$ cat src/rtl/picoramsoc_memarb_pkg.sv
// Shared encodings for the RAM SoC single-port SRAM arbiter:
// FSM states and requester port identifiers.
package picoramsoc_memarb_pkg;

    typedef enum logic [1:0] {
        ST_IDLE  = 2'd0,
        ST_ISSUE = 2'd1,
        ST_RESP  = 2'd2
    } arb_state_e;

    typedef enum logic {
        PORT_INSTR = 1'b0,
        PORT_DATA  = 1'b1
    } port_id_e;

endpackage

$ cat src/rtl/picoramsoc_memarb_rr_arb.sv
// Combinational two-way round-robin picker: on a tie the port that was
// not granted last wins, otherwise the single requester wins.
module picoramsoc_rr_arb
    import picoramsoc_memarb_pkg::*;
(
    input  logic [1:0] req,
    input  port_id_e   last,
    output logic       gnt_valid,
    output port_id_e   gnt_id
);

    always_comb begin
        gnt_valid = |req;
        if (&req) begin
            gnt_id = (last == PORT_DATA) ? PORT_INSTR : PORT_DATA;
        end else begin
            gnt_id = req[PORT_DATA] ? PORT_DATA : PORT_INSTR;
        end
    end

endmodule

$ cat src/rtl/picoramsoc_memarb.sv
// Shares one single-port SRAM between the CPU fetch and data buses with
// round-robin arbitration and a fixed IDLE/ISSUE/RESP two-cycle latency.
module picoramsoc_memarb
    import picoramsoc_memarb_pkg::*;
#(
    parameter int WORDS = 4096
) (
    input  logic        clk,
    input  logic        reset,

    input  logic        instr_valid,
    input  logic [31:0] instr_addr,
    output logic        instr_ready,
    output logic [31:0] instr_rdata,

    input  logic        mem_valid,
    input  logic [31:0] mem_addr,
    input  logic [31:0] mem_wdata,
    input  logic [3:0]  mem_wstrb,
    output logic        mem_ready,
    output logic [31:0] mem_rdata,

    output logic        ram_en,
    output logic [3:0]  ram_wen,
    output logic [21:0] ram_addr,
    output logic [31:0] ram_wdata,
    input  logic [31:0] ram_rdata
);

    localparam logic [31:0] ADDR_LIMIT = 32'(4 * WORDS);

    arb_state_e state_q, state_d;
    port_id_e   last_q;
    logic [1:0] eligible;
    logic [1:0] req;
    logic       gnt_valid;
    port_id_e   gnt_id;
    logic       take_grant;

    assign eligible[PORT_INSTR] = instr_valid && (instr_addr < ADDR_LIMIT);
    assign eligible[PORT_DATA]  = mem_valid   && (mem_addr   < ADDR_LIMIT);

    // In RESP the served port still shows valid for the finished access.
    // NOTE: every always_comb output gets a default first so no latch is inferred.
    always_comb begin
        req = eligible;
        if (state_q == ST_RESP) begin
            req[last_q] = 1'b0;
        end
    end

    picoramsoc_rr_arb u_rr_arb (
        .req       (req),
        .last      (last_q),
        .gnt_valid (gnt_valid),
        .gnt_id    (gnt_id)
    );

    always_comb begin
        state_d    = state_q;
        take_grant = 1'b0;
        case (state_q)
            ST_IDLE, ST_RESP: begin
                take_grant = gnt_valid;
                state_d    = gnt_valid ? ST_ISSUE : ST_IDLE;
            end
            ST_ISSUE: state_d = ST_RESP;
            default:  state_d = ST_IDLE;
        endcase
    end

    // last_q doubles as the id of the access in flight; SRAM-facing outputs
    // are registered so no request input reaches the macro combinationally.
    // NOTE: sequential state uses non-blocking assignments only.
    always_ff @(posedge clk or posedge reset) begin
        if (reset) begin
            state_q   <= ST_IDLE;
            last_q    <= PORT_INSTR;
            ram_en    <= 1'b0;
            ram_wen   <= '0;
            ram_addr  <= '0;
            ram_wdata <= '0;
        end else begin
            state_q <= state_d;
            ram_en  <= take_grant;
            ram_wen <= '0;
            if (take_grant) begin
                last_q <= gnt_id;
                if (gnt_id == PORT_DATA) begin
                    ram_addr  <= mem_addr[23:2];
                    ram_wdata <= mem_wdata;
                    ram_wen   <= mem_wstrb;
                end else begin
                    ram_addr  <= instr_addr[23:2];
                    ram_wdata <= '0;
                end
            end
        end
    end

    assign instr_ready = (state_q == ST_RESP) && (last_q == PORT_INSTR);
    assign mem_ready   = (state_q == ST_RESP) && (last_q == PORT_DATA);
    assign instr_rdata = instr_ready ? ram_rdata : '0;
    assign mem_rdata   = mem_ready   ? ram_rdata : '0;

endmodule

$ cat config.mk
export PLATFORM = sky130hd
export DESIGN_NAME = picoramsoc_memarb
export DESIGN_NICKNAME = d
export VERILOG_FILES = /design/src/rtl/picoramsoc_memarb_pkg.sv /design/src/rtl/picoramsoc_memarb_rr_arb.sv /design/src/rtl/picoramsoc_memarb.sv
export SDC_FILE = /design/constraint.sdc
export NUM_CORES = 1
export LEC_CHECK = 0
export BUFFER_PORTS_ARGS = -buffer_cell sky130_fd_sc_hd__buf_2
export CELL_PAD_IN_SITES_DETAIL_PLACEMENT = 1
export CELL_PAD_IN_SITES_GLOBAL_PLACEMENT = 1
export CORE_MARGIN = 2
export CORE_UTILIZATION = 28
export CTS_CLUSTER_DIAMETER = 150
export DETAILED_ROUTE_END_ITERATION = 12
export PLACE_DENSITY = 0.89
export SYNTH_ARGS = -nofsm -noshare
export SYNTH_HDL_FRONTEND = slang
export SYNTH_SLANG_ARGS = --single-unit
$ cat constraint.sdc
create_clock -name clk -period 3.22 [get_ports clk]
set_input_delay 0.322 -clock clk [delete_from_list [all_inputs] [get_ports clk]]
set_output_delay 0.322 -clock clk [all_outputs]
set_load 0.1 [all_outputs]
# Yosys cells after proc, flatten, opt, wreduce, memory -nomap -nowiden
# Index checks and enable logic that the tools add are counted.
[classes]
magnitude_cmp = 4
reduce_logical = 9
muxes = 15
n_eq_ne = 2
bitwise_logic = 3
[op_table]
columns = ["operator", "n"]
rows = [
  ["2-to-1 mux 32 bit", 3],
  ["< comparator 32 x 15 -> 1 bit, second input constant", 2],
  ["2-to-1 mux 22 bit", 1],
  ["2-to-1 mux 4 bit", 2],
  ["2-to-1 mux 1 bit", 6],
  ["logical AND 1 bit", 5],
  ["case mux 2 bit (2 select lines)", 1],
  ["OR reduction 2 bit", 2],
  ["bitwise AND 2 bit", 1],
  ["equality test 2 x 1 -> 1 bit, second input constant", 1],
  ["equality test 2 bit, second input constant", 1],
  ["logical NOT 2 bit", 1],
  ["< comparator 1 x 2 -> 1 bit, second input constant", 1],
  ["2-to-1 mux 2 bit", 1],
  ["inverter 2 bit", 1],
  ["AND reduction 2 bit", 1],
  ["demux 1 bit (select 1 bit)", 1],
  ["greater-or-equal comparator 1 bit, second input constant", 1],
  ["inverter 1 bit", 1],
]
[word_totals]
elab_cells = 39
ff_bits = 62
input_bits = 136

# Longest topological paths before layout
# Gate-level depths: netlist (run 1).
[depth]
depth_word = 11
mapped_depth = 8

# By module
# From an unflattened synthesis (run 1), not the netlist that was laid out.
[hier_totals]
cells_unflattened = 347
hier_area_um2 = 3079.2
[by_module_without_submodules]
columns = ["mod", "cells_per_inst", "area_each_um2", "seq_area_each_um2", "instances"]
rows = [
  ["picoramsoc_memarb", 345, 3065.4, 1526.5, 1],
  ["picoramsoc_rr_arb", 2, 13.8, 0.0, 1],
]

# Worst setup path before layout (run 1)
# OpenSTA, ideal clock, no wires.
[synth_path]
kind = "register -> output"
startpoint = "register state_q[0]"
endpoint = "output instr_rdata[22]"
arrival_ps = 3195
stages_incl_launch_ff = 4
path_buffers = 1
path_slack_ps = -297
required_time_ps = 2898
cell_sequence = "dfrtp_1 -> nor3b_1 -> clkbuf_1 -> and2_1"
[synth_via]
elab_chain_cells = 3
[synth_lines]
columns = ["element", "line_no", "source"]
rows = [
  ["from (decl)", "picoramsoc_memarb.sv:32", "arb_state_e state_q, state_d;"],
  ["from (signal assigned)", "picoramsoc_memarb.sv:84", "state_q <= state_d;"],
  ["equality test 2 bit", "picoramsoc_memarb.sv:101", "assign instr_ready = (state_q == ST_RESP) && (last_q == PORT_INSTR);"],
  ["logical AND 1 bit", "picoramsoc_memarb.sv:101", ""],
  ["via instr_ready", "picoramsoc_memarb.sv:13", "output logic instr_ready,"],
  ["2-to-1 mux 32 bit", "picoramsoc_memarb.sv:103", "assign instr_rdata = instr_ready ? ram_rdata : '0;"],
  ["to (decl)", "picoramsoc_memarb.sv:14", "output logic [31:0] instr_rdata,"],
]
# The timed path passes the listed nets, and every way through them passes these cells.

# Final worst setup path (run 1)
[layout_path]
startpoint = "register state_q[1]"
endpoint = "register ram_addr[1]"
[layout_via]
elab_chain_cells = 5
word_cells_on_any_way = 10
[layout_lines]
columns = ["element", "line_no", "source"]
rows = [
  ["equality test 2 bit", "picoramsoc_memarb.sv:47, picoramsoc_memarb.sv:62", ""],
  ["2-to-1 mux 2 bit", "picoramsoc_memarb.sv:47", "if (state_q == ST_RESP) begin"],
  ["2-to-1 mux 1 bit / AND reduction 2 bit (equally long branches)", "picoramsoc_memarb_rr_arb.sv:17, picoramsoc_memarb_rr_arb.sv:14", ""],
  ["2-to-1 mux 1 bit", "picoramsoc_memarb_rr_arb.sv:14", "if (&req) begin"],
  ["2-to-1 mux 22 bit", "picoramsoc_memarb.sv:89", "if (gnt_id == PORT_DATA) begin"],
  ["to (signal assigned)", "picoramsoc_memarb.sv:90", "ram_addr <= mem_addr[23:2];"],
  ["to (signal assigned)", "picoramsoc_memarb.sv:94", "ram_addr <= instr_addr[23:2];"],
  ["to (decl)", "picoramsoc_memarb.sv:25", "output logic [21:0] ram_addr,"],
]
# Several ways; a longest one is shown, not always the timed one.
# A chain may end at the register's enable or synchronous reset.

==> results.sh, run 1 <==
export IMPL_netlist_area_um2=2880
export IMPL_period_share=0.731
export IMPL_finalCriticalPeriod_ns=2.35
export IMPL_slowest_stage="dfrtp_1"
export IMPL_worstPathCellList="nor3b_2 > buf_4 > nand4b_1 > o311ai_2 > buf_4 > mux2_2 > mux2_2"
export IMPL_synth_top_area_cell="dfrtp_1"
export IMPL_synth_most_common_cell="and2_1"
export IMPL_place_congestion=0.802
export IMPL_first_pass_iters=4
export IMPL_area_delta_synth_final_pct=56.9
export IMPL_clk_path_buf_depth=2
export IMPL_synth_mux_area_frac=0.107
export IMPL_hold_slack_ns=0.101
export IMPL_numCtsBuffers=9
export IMPL_insertion_delay_ns=0.33
export IMPL_nets=630
export IMPL_drtIter0Drc=119
export IMPL_num_vias=2881
export IMPL_die_height_um=105
export IMPL_portBuffers=256
export IMPL_synth_top_area_frac=0.530
export IMPL_core_um2=10100
export IMPL_power_leakage_nw=2.79
export IMPL_path_clk_slew_ns=0.08
export IMPL_grt_pass1_wl_mm=15.8
export IMPL_final_layout_size_suffix_gt1_frac=0.621
export IMPL_dieArea_um2=11100
export IMPL_yosysWarnings=0
export IMPL_yosysSeqAreaShare=0.530
export IMPL_grt_overflow_total=0
export IMPL_outcome="completed"
export IMPL_ys_flop_type="dfrtp_1"
export IMPL_ys_top_cells_by_area="dfrtp_1, and2_1, a22o_1"
export IMPL_viasPerCell=4.53
export IMPL_ys_types=28
export IMPL_post_cts_setup_buffers=0
export IMPL_fillers=1226
export IMPL_powerDensity_nw_per_um2=353
export IMPL_die_width_um=105
export IMPL_grt_max_degree=57
export IMPL_drc=0
export IMPL_drv_slew=0
export IMPL_num_rows=37
export IMPL_cp_end_kind="register"
export IMPL_slew_limit_headroom=0.521
export IMPL_cts_resized=0
export IMPL_cts_htree_levels=3
export IMPL_vdd_drop_max_uv=244
export IMPL_cp_required_ns=3.43
export IMPL_hold_path_class="in2async"
export IMPL_max_stage_delay_ns=0.39
export IMPL_skew_ns=0.0125
export IMPL_worst_pin_slew_ns=0.717
export IMPL_maxCapViolCount=0
export IMPL_worstSetupStartpointType="register"
export IMPL_finalHoldViolCount=0
export IMPL_antenna_found_initial=2
export IMPL_final_util=0.446
export IMPL_rsz0062_at_grt="false"
export IMPL_synth_top_family_by_area="simple AND/OR/NAND/NOR gates"
export IMPL_io_pins=261
export IMPL_synth_area_per_cell_um2=12.1
export IMPL_crit_type="reg2reg"
export IMPL_ys_ff_latch=61
export IMPL_clockRootBuffer="clkbuf_8"
export IMPL_async_flop_share=1.00
export IMPL_synth_fa_ha_area_frac=0
export IMPL_postRouteAntennaNets=0
export IMPL_dpl_hpwl_mm=8.32
export IMPL_setup_violations_final=0
export IMPL_cts_tree="built"
export IMPL_synth_edf_count=0
export IMPL_netlist_instances=238
export IMPL_fmax_mhz=425
export IMPL_clock_sinks=61
export IMPL_grt_pass1_vias=3100
export IMPL_synth_compound_area_frac=0.112
export IMPL_grt_usage=0.180
export IMPL_critical_path_arrival_ns=2.57
export IMPL_start_util=0.284
export IMPL_syn_nets=374
export IMPL_cts_hold_buf=0
export IMPL_fin_setup_tns_ns=0
export IMPL_synthTopCellsByCount="and2_1, dfrtp_1, a22o_1, mux2_2, clkbuf_1"
export IMPL_critical_path_max_fanout=34
export IMPL_finalWirelength_mm=10.4
export IMPL_synth_simple_area_share=0.222
export IMPL_synth_xor_area_share=0
export IMPL_routedWlPerCell_um=16.3
-- cells by family (layout without fill, tap and decap cells) --
kind of cell           after synthesis  in the layout
multiplexers                        24             24
AND/OR/NAND/NOR                     97             97
other                                0              1
AO/OA/AOI/OAI                       36             36
flip-flops                          61             61
buffers and inverters               20            281
-- state kept, by name, indices dropped and copies added, names as in the netlist --
register,count
ram_wdata,32
ram_addr,22
ram_wen,4
state_q,2
last_q,1
-- critical path: cells and delay by family, from the launching register on --
family	cells	cell delay (ns)
buf+inv	2	0.50
simple gates	2	0.45
mux	2	0.63
flops	1	0.39
compound gates	1	0.26
-- metrics by stage --
| stage | power, mW | cell area [um^2] | cells | worst slack, ns |
|---|---|---|---|---|
| 2_1_floorplan | 0.808 | 2890 | 238 | 0.163 |
| 3_5_place_dp | 0.900 | 4310 | 619 | 0.773 |
| 5_1_grt | 1.66 | 4520 | 636 | 0.700 |
| 3_3_place_gp | 0.893 | 4310 | 619 | 0.792 |
| 4_1_cts | 1.62 | 4520 | 635 | 0.843 |
| 6_report | 1.60 | 4520 | 636 | 0.865 |
-- cell usage in the layout, fill, tap and decap left out, types with 2 or more instances in the layout --
cell type / Yosys / final
dfrtp_1: 61 / 61
a22o_1: 32 / 32
mux2_2: 14 / 14
or4_1: 2 / 2
clkbuf_8: 0 / 12
inv_1: 3 / 2
or4_4: 2 / 2
buf_4: 0 / 6
mux2_4: 10 / 10
buf_2: 4 / 256
nor4_1: 3 / 3
and2_1: 78 / 78
-- power by group --
| part | switching, mW | leakage (nW) | internal, mW |
|---|---|---|---|
| logic | 0.0479 | 1.83 | 0.0687 |
| registers | 0.0000397 | 0.853 | 0.766 |
| clock network | 0.295 | 0.106 | 0.420 |
| total | 0.343 | 2.79 | 1.26 |
-- path summary, 6_finish.rpt --
path	from	depth (start not counted)	end	slack (ns)
max in group asynchronous	reset	3	ram_addr[12]	2.25
min in group clk	mem_wstrb[0]	2	ram_wen[0]	0.20
max reg2reg	state_q[1]	7	ram_addr[1]	0.87
min	reset	2	ram_wdata[27]	0.10
min reg2reg	state_q[1]	1	state_q[1]	0.46
max	state_q[1]	7	ram_addr[1]	0.87
-- area by class of cell --
| cell class | instances | area, um^2 | share of cell area |
|---|---|---|---|
| well taps | 136 | 170 | 0.0376 |
| repair buffers | 262 | 1330 | 0.293 |
| flip-flops and latches | 61 | 1530 | 0.337 |
| diodes | 1 | 2.50 | 0.000553 |
| inverters | 3 | 11.3 | 0.00249 |
| multi-input cells | 157 | 1280 | 0.282 |
| clock inverters | 3 | 42.5 | 0.00940 |
| clock buffers | 13 | 169 | 0.0373 |
-- per-layer routing --
layer  routed length (um)  track usage
met1                 3690        0.184
met2                 5690        0.345
met3                  826       0.0575
met4                  163       0.0562
met5                    7            0
Note: power is estimated with default switching activity, not from simulation.
==> run 2, diff against run 1 <==
--- a/config.mk
+++ b/config.mk
@@ -5,14 +5,15 @@
 export SDC_FILE = /design/constraint.sdc
 export NUM_CORES = 1
 export LEC_CHECK = 0
+export ABC_AREA = 1
 export BUFFER_PORTS_ARGS = -buffer_cell sky130_fd_sc_hd__buf_2
 export CELL_PAD_IN_SITES_DETAIL_PLACEMENT = 1
 export CELL_PAD_IN_SITES_GLOBAL_PLACEMENT = 1
 export CORE_MARGIN = 2
-export CORE_UTILIZATION = 28
+export CORE_UTILIZATION = 24
 export CTS_CLUSTER_DIAMETER = 150
 export DETAILED_ROUTE_END_ITERATION = 12
-export PLACE_DENSITY = 0.89
+export PLACE_DENSITY = 0.82
 export SYNTH_ARGS = -nofsm -noshare
 export SYNTH_HDL_FRONTEND = slang
 export SYNTH_SLANG_ARGS = --single-unit
==> constraint.sdc (replaced) <==
create_clock -name clk -period 2.37 [get_ports clk]
set_input_delay 0.237 -clock clk [delete_from_list [all_inputs] [get_ports clk]]
set_output_delay 0.237 -clock clk [all_outputs]
set_load 0.1 [all_outputs]
==> results.sh, run 2 <==
export IMPL_grt_pass1_vias=3845
export IMPL_synthTopCellsByCount="nand2_1, nor2_1, inv_1, dfrtp_1, nand3_1"
export IMPL_largest_register_ffs=32
export IMPL_die_height_um=118
export IMPL_p_clk_frac=0.514
export IMPL_antennaDiodeCount=0
export IMPL_powerDensity_nw_per_um2=494
export IMPL_drc=0
export IMPL_first_pass_iters=4
export IMPL_area_delta_synth_final_pct=66.1
export IMPL_nets=852
export IMPL_portBuffers=256
export IMPL_netlist_area_um2=3110
export IMPL_path_buf_inv=3
export IMPL_die_width_um=118
export IMPL_synth_compound_area_frac=0.00161
export IMPL_critical_path_max_fanout=32
export IMPL_final_cell_mix="buf_2, nand2_1, inv_1, nor2_1, dfrtp_1"
export IMPL_power_leakage_nw=3.35
export IMPL_switching_share=0.234
export IMPL_ys_ff_latch=61
export IMPL_route_layer_met1_wl_mm=4.34
export IMPL_dpl_hpwl_mm=9.36
export IMPL_ys_top_cells_by_area="dfrtp_1, nand2_1, nor2_1"
export IMPL_yosysWarnings=0
export IMPL_crit_path_end="mem_rdata[11]"
export IMPL_ys_types=17
export IMPL_setup_violations_final=0
export IMPL_synth_area_per_cell_um2=6.81
export IMPL_io_pins=261
export IMPL_cts_tree="built"
export IMPL_synth_fa_ha_area_frac=0
export IMPL_regMostFlops="ram_wdata"
export IMPL_syn_nets=592
export IMPL_grt_usage=0.174
export IMPL_grt_pass1_wl_mm=19.5
export IMPL_fin_setup_tns_ns=0
export IMPL_vdd_drop_max_uv=405
export IMPL_reg2reg_depth=10
export IMPL_start_util=0.246
export IMPL_dieArea_um2=13900
export IMPL_crit_type="reg2out"
export IMPL_skew_ns=0.00592
export IMPL_synth_most_common_cell="nand2_1"
export IMPL_mostFrequentLayoutCell="buf_2"
export IMPL_rr_startpoint="last_q"
export IMPL_worstPathCellList="inv_4 > nand2_2 > nor2_4 > inv_4 > nor2_4 > buf_2"
export IMPL_drtIter0Drc=114
export IMPL_num_vias=3694
export IMPL_viasPerCell=4.14
export IMPL_final_layout_size_suffix_gt1_frac=0.452
export IMPL_maxCapViolCount=0
export IMPL_max_stage_delay_ns=0.43
export IMPL_top_layer="met4"
export IMPL_cp_end_kind="output pin"
export IMPL_finalWirelength_mm=11.7
export IMPL_yosysSeqAreaShare=0.492
export IMPL_final_util=0.409
export IMPL_outcome="completed"
export IMPL_path_clk_slew_ns=0.05
export IMPL_clk_path_buf_depth=2
export IMPL_async_flop_share=1.00
export IMPL_post_cts_setup_buffers=0
export IMPL_cp_required_ns=2.13
export IMPL_ys_flop_type="dfrtp_1"
export IMPL_drv_slew=0
export IMPL_synth_edf_count=0
export IMPL_place_congestion=0.750
export IMPL_wl_met2_mm=6.26
export IMPL_crit_cells=6
export IMPL_routedWlPerCell_um=13.1
export IMPL_fmax_mhz=448
export IMPL_pwr_share_comb=0.078
export IMPL_rrSetupSlack_ns=0.44
export IMPL_synth_top_area_cell="dfrtp_1"
export IMPL_synth_top_family_by_area="simple AND/OR/NAND/NOR gates"
export IMPL_critical_path_arrival_ns=1.99
export IMPL_finalHoldViolCount=0
export IMPL_core_um2=12600
export IMPL_worstSetupStartpoint="state_q[0]"
export IMPL_cts_htree_levels=3
export IMPL_r2r_end="ram_wdata[28]"
export IMPL_worstSetupStartpointType="register"
export IMPL_synth_mux_area_frac=0
export IMPL_postRouteAntennaNets=0
export IMPL_clock_sinks=61
export IMPL_intPower_mw=1.95
export IMPL_cts_resized=0
export IMPL_numCtsBuffers=9
export IMPL_slowest_stage="dfrtp_2"
export IMPL_synth_xor_area_share=0
export IMPL_worst_pin_slew_ns=0.876
export IMPL_rsz0062_at_grt="false"
export IMPL_finalCriticalPeriod_ns=2.23
export IMPL_pwr_share_seq=0.409
export IMPL_hold_path_class="in2reg"
export IMPL_slew_limit_headroom=0.416
export IMPL_reg_top3="ram_wdata (32), ram_addr (22), ram_wen (4)"
export IMPL_synth_simple_area_share=0.375
export IMPL_switching_power_uw=596
export IMPL_wl_met3_um=976
export IMPL_synth_top_area_frac=0.492
export IMPL_clockRootBuffer="clkbuf_16"
export IMPL_insertion_delay_ns=0.33
export IMPL_grt_max_degree=39
export IMPL_period_share=0.941
export IMPL_grt_overflow_total=0
export IMPL_crit_family="buffers and inverters"
export IMPL_num_rows=41
export IMPL_netlist_instances=456
export IMPL_antenna_found_initial=0
export IMPL_hold_slack_ns=0.102
[run 2: worst reg2reg max path: stages, from the launching register on]
cell     delay (ns)
dfrtp_1        0.40
inv_1          0.16
nor2_4         0.06
nor2_1         0.17
nand3_1        0.16
nand2_1        0.12
nand2_2        0.17
nor2_4         0.13
buf_4          0.32
nand2_1        0.11
nand2_1        0.08
[run 2: cells by family after synthesis]
kind of cell           Yosys count
AND/OR/NAND/NOR                293
buffers and inverters          101
flip-flops                      61
AO/OA/AOI/OAI                    1
[run 2: final cells by class]
| class | instances | area (um^2) |
|---|---|---|
| Tap cell | 172 | 215 |
| Timing Repair Buffer | 267 | 1380 |
| Clock buffer | 9 | 225 |
| Clock inverter | 7 | 72.6 |
| Sequential cell | 61 | 1530 |
| Multi-Input combinational cell | 294 | 1420 |
| Inverter | 83 | 317 |
| Fill cell | 1677 | 7460 |
[run 2: power by group through the flow]
stage          clock network (mW)  logic [mW]  registers, mW
2_1_floorplan                   0      0.0735           1.06
3_3_place_gp                    0       0.195           1.06
3_5_place_dp                    0       0.202           1.06
4_1_cts                      1.35       0.204           1.04
5_1_grt                      1.39       0.227           1.04
6_report                     1.31       0.198           1.04
[run 2: timing repair]
| item | 4_1_cts | 5_1_grt |
|---|---|---|
| endpoints found under the hold margin | 23 | 0 |
| endpoints found under the setup margin | 0 | 0 |
| hold buffers | 1 | 0 |
[run 2: how the worst min path moves through the flow]
stage | slack (ns) | start | cells after the start | endpoint
global route | 0.11 | mem_wdata[3] | 3 | ram_wdata[3]
global placement | 0.31 | reset | 2 | ram_wdata[4]
floorplan | 0.34 | mem_wstrb[0] | 2 | ram_wen[0]
finish | 0.10 | mem_wdata[26] | 3 | ram_wdata[26]
detailed placement | 0.31 | reset | 2 | ram_wdata[4]
CTS | 0.09 | mem_wdata[4] | 3 | ram_wdata[4]
[run 2: through the flow]
step / power [mW] / instance area (um^2) / instances / setup WS, ns
after floorplan: 1.13 / 3410 / 456 / -0.257
after global placement: 1.26 / 4850 / 876 / 0.475
after detailed placement: 1.26 / 4850 / 876 / 0.402
after CTS: 2.59 / 5160 / 893 / 0.111
after global routing: 2.66 / 5160 / 893 / 0.0187
final: 2.55 / 5160 / 893 / 0.140
[run 2: layer usage]
metal,GRT usage,vias up
met5,0,-
met4,0.0414,0
met3,0.0577,14
met2,0.327,146
met1,0.186,1702
li1,-,1832
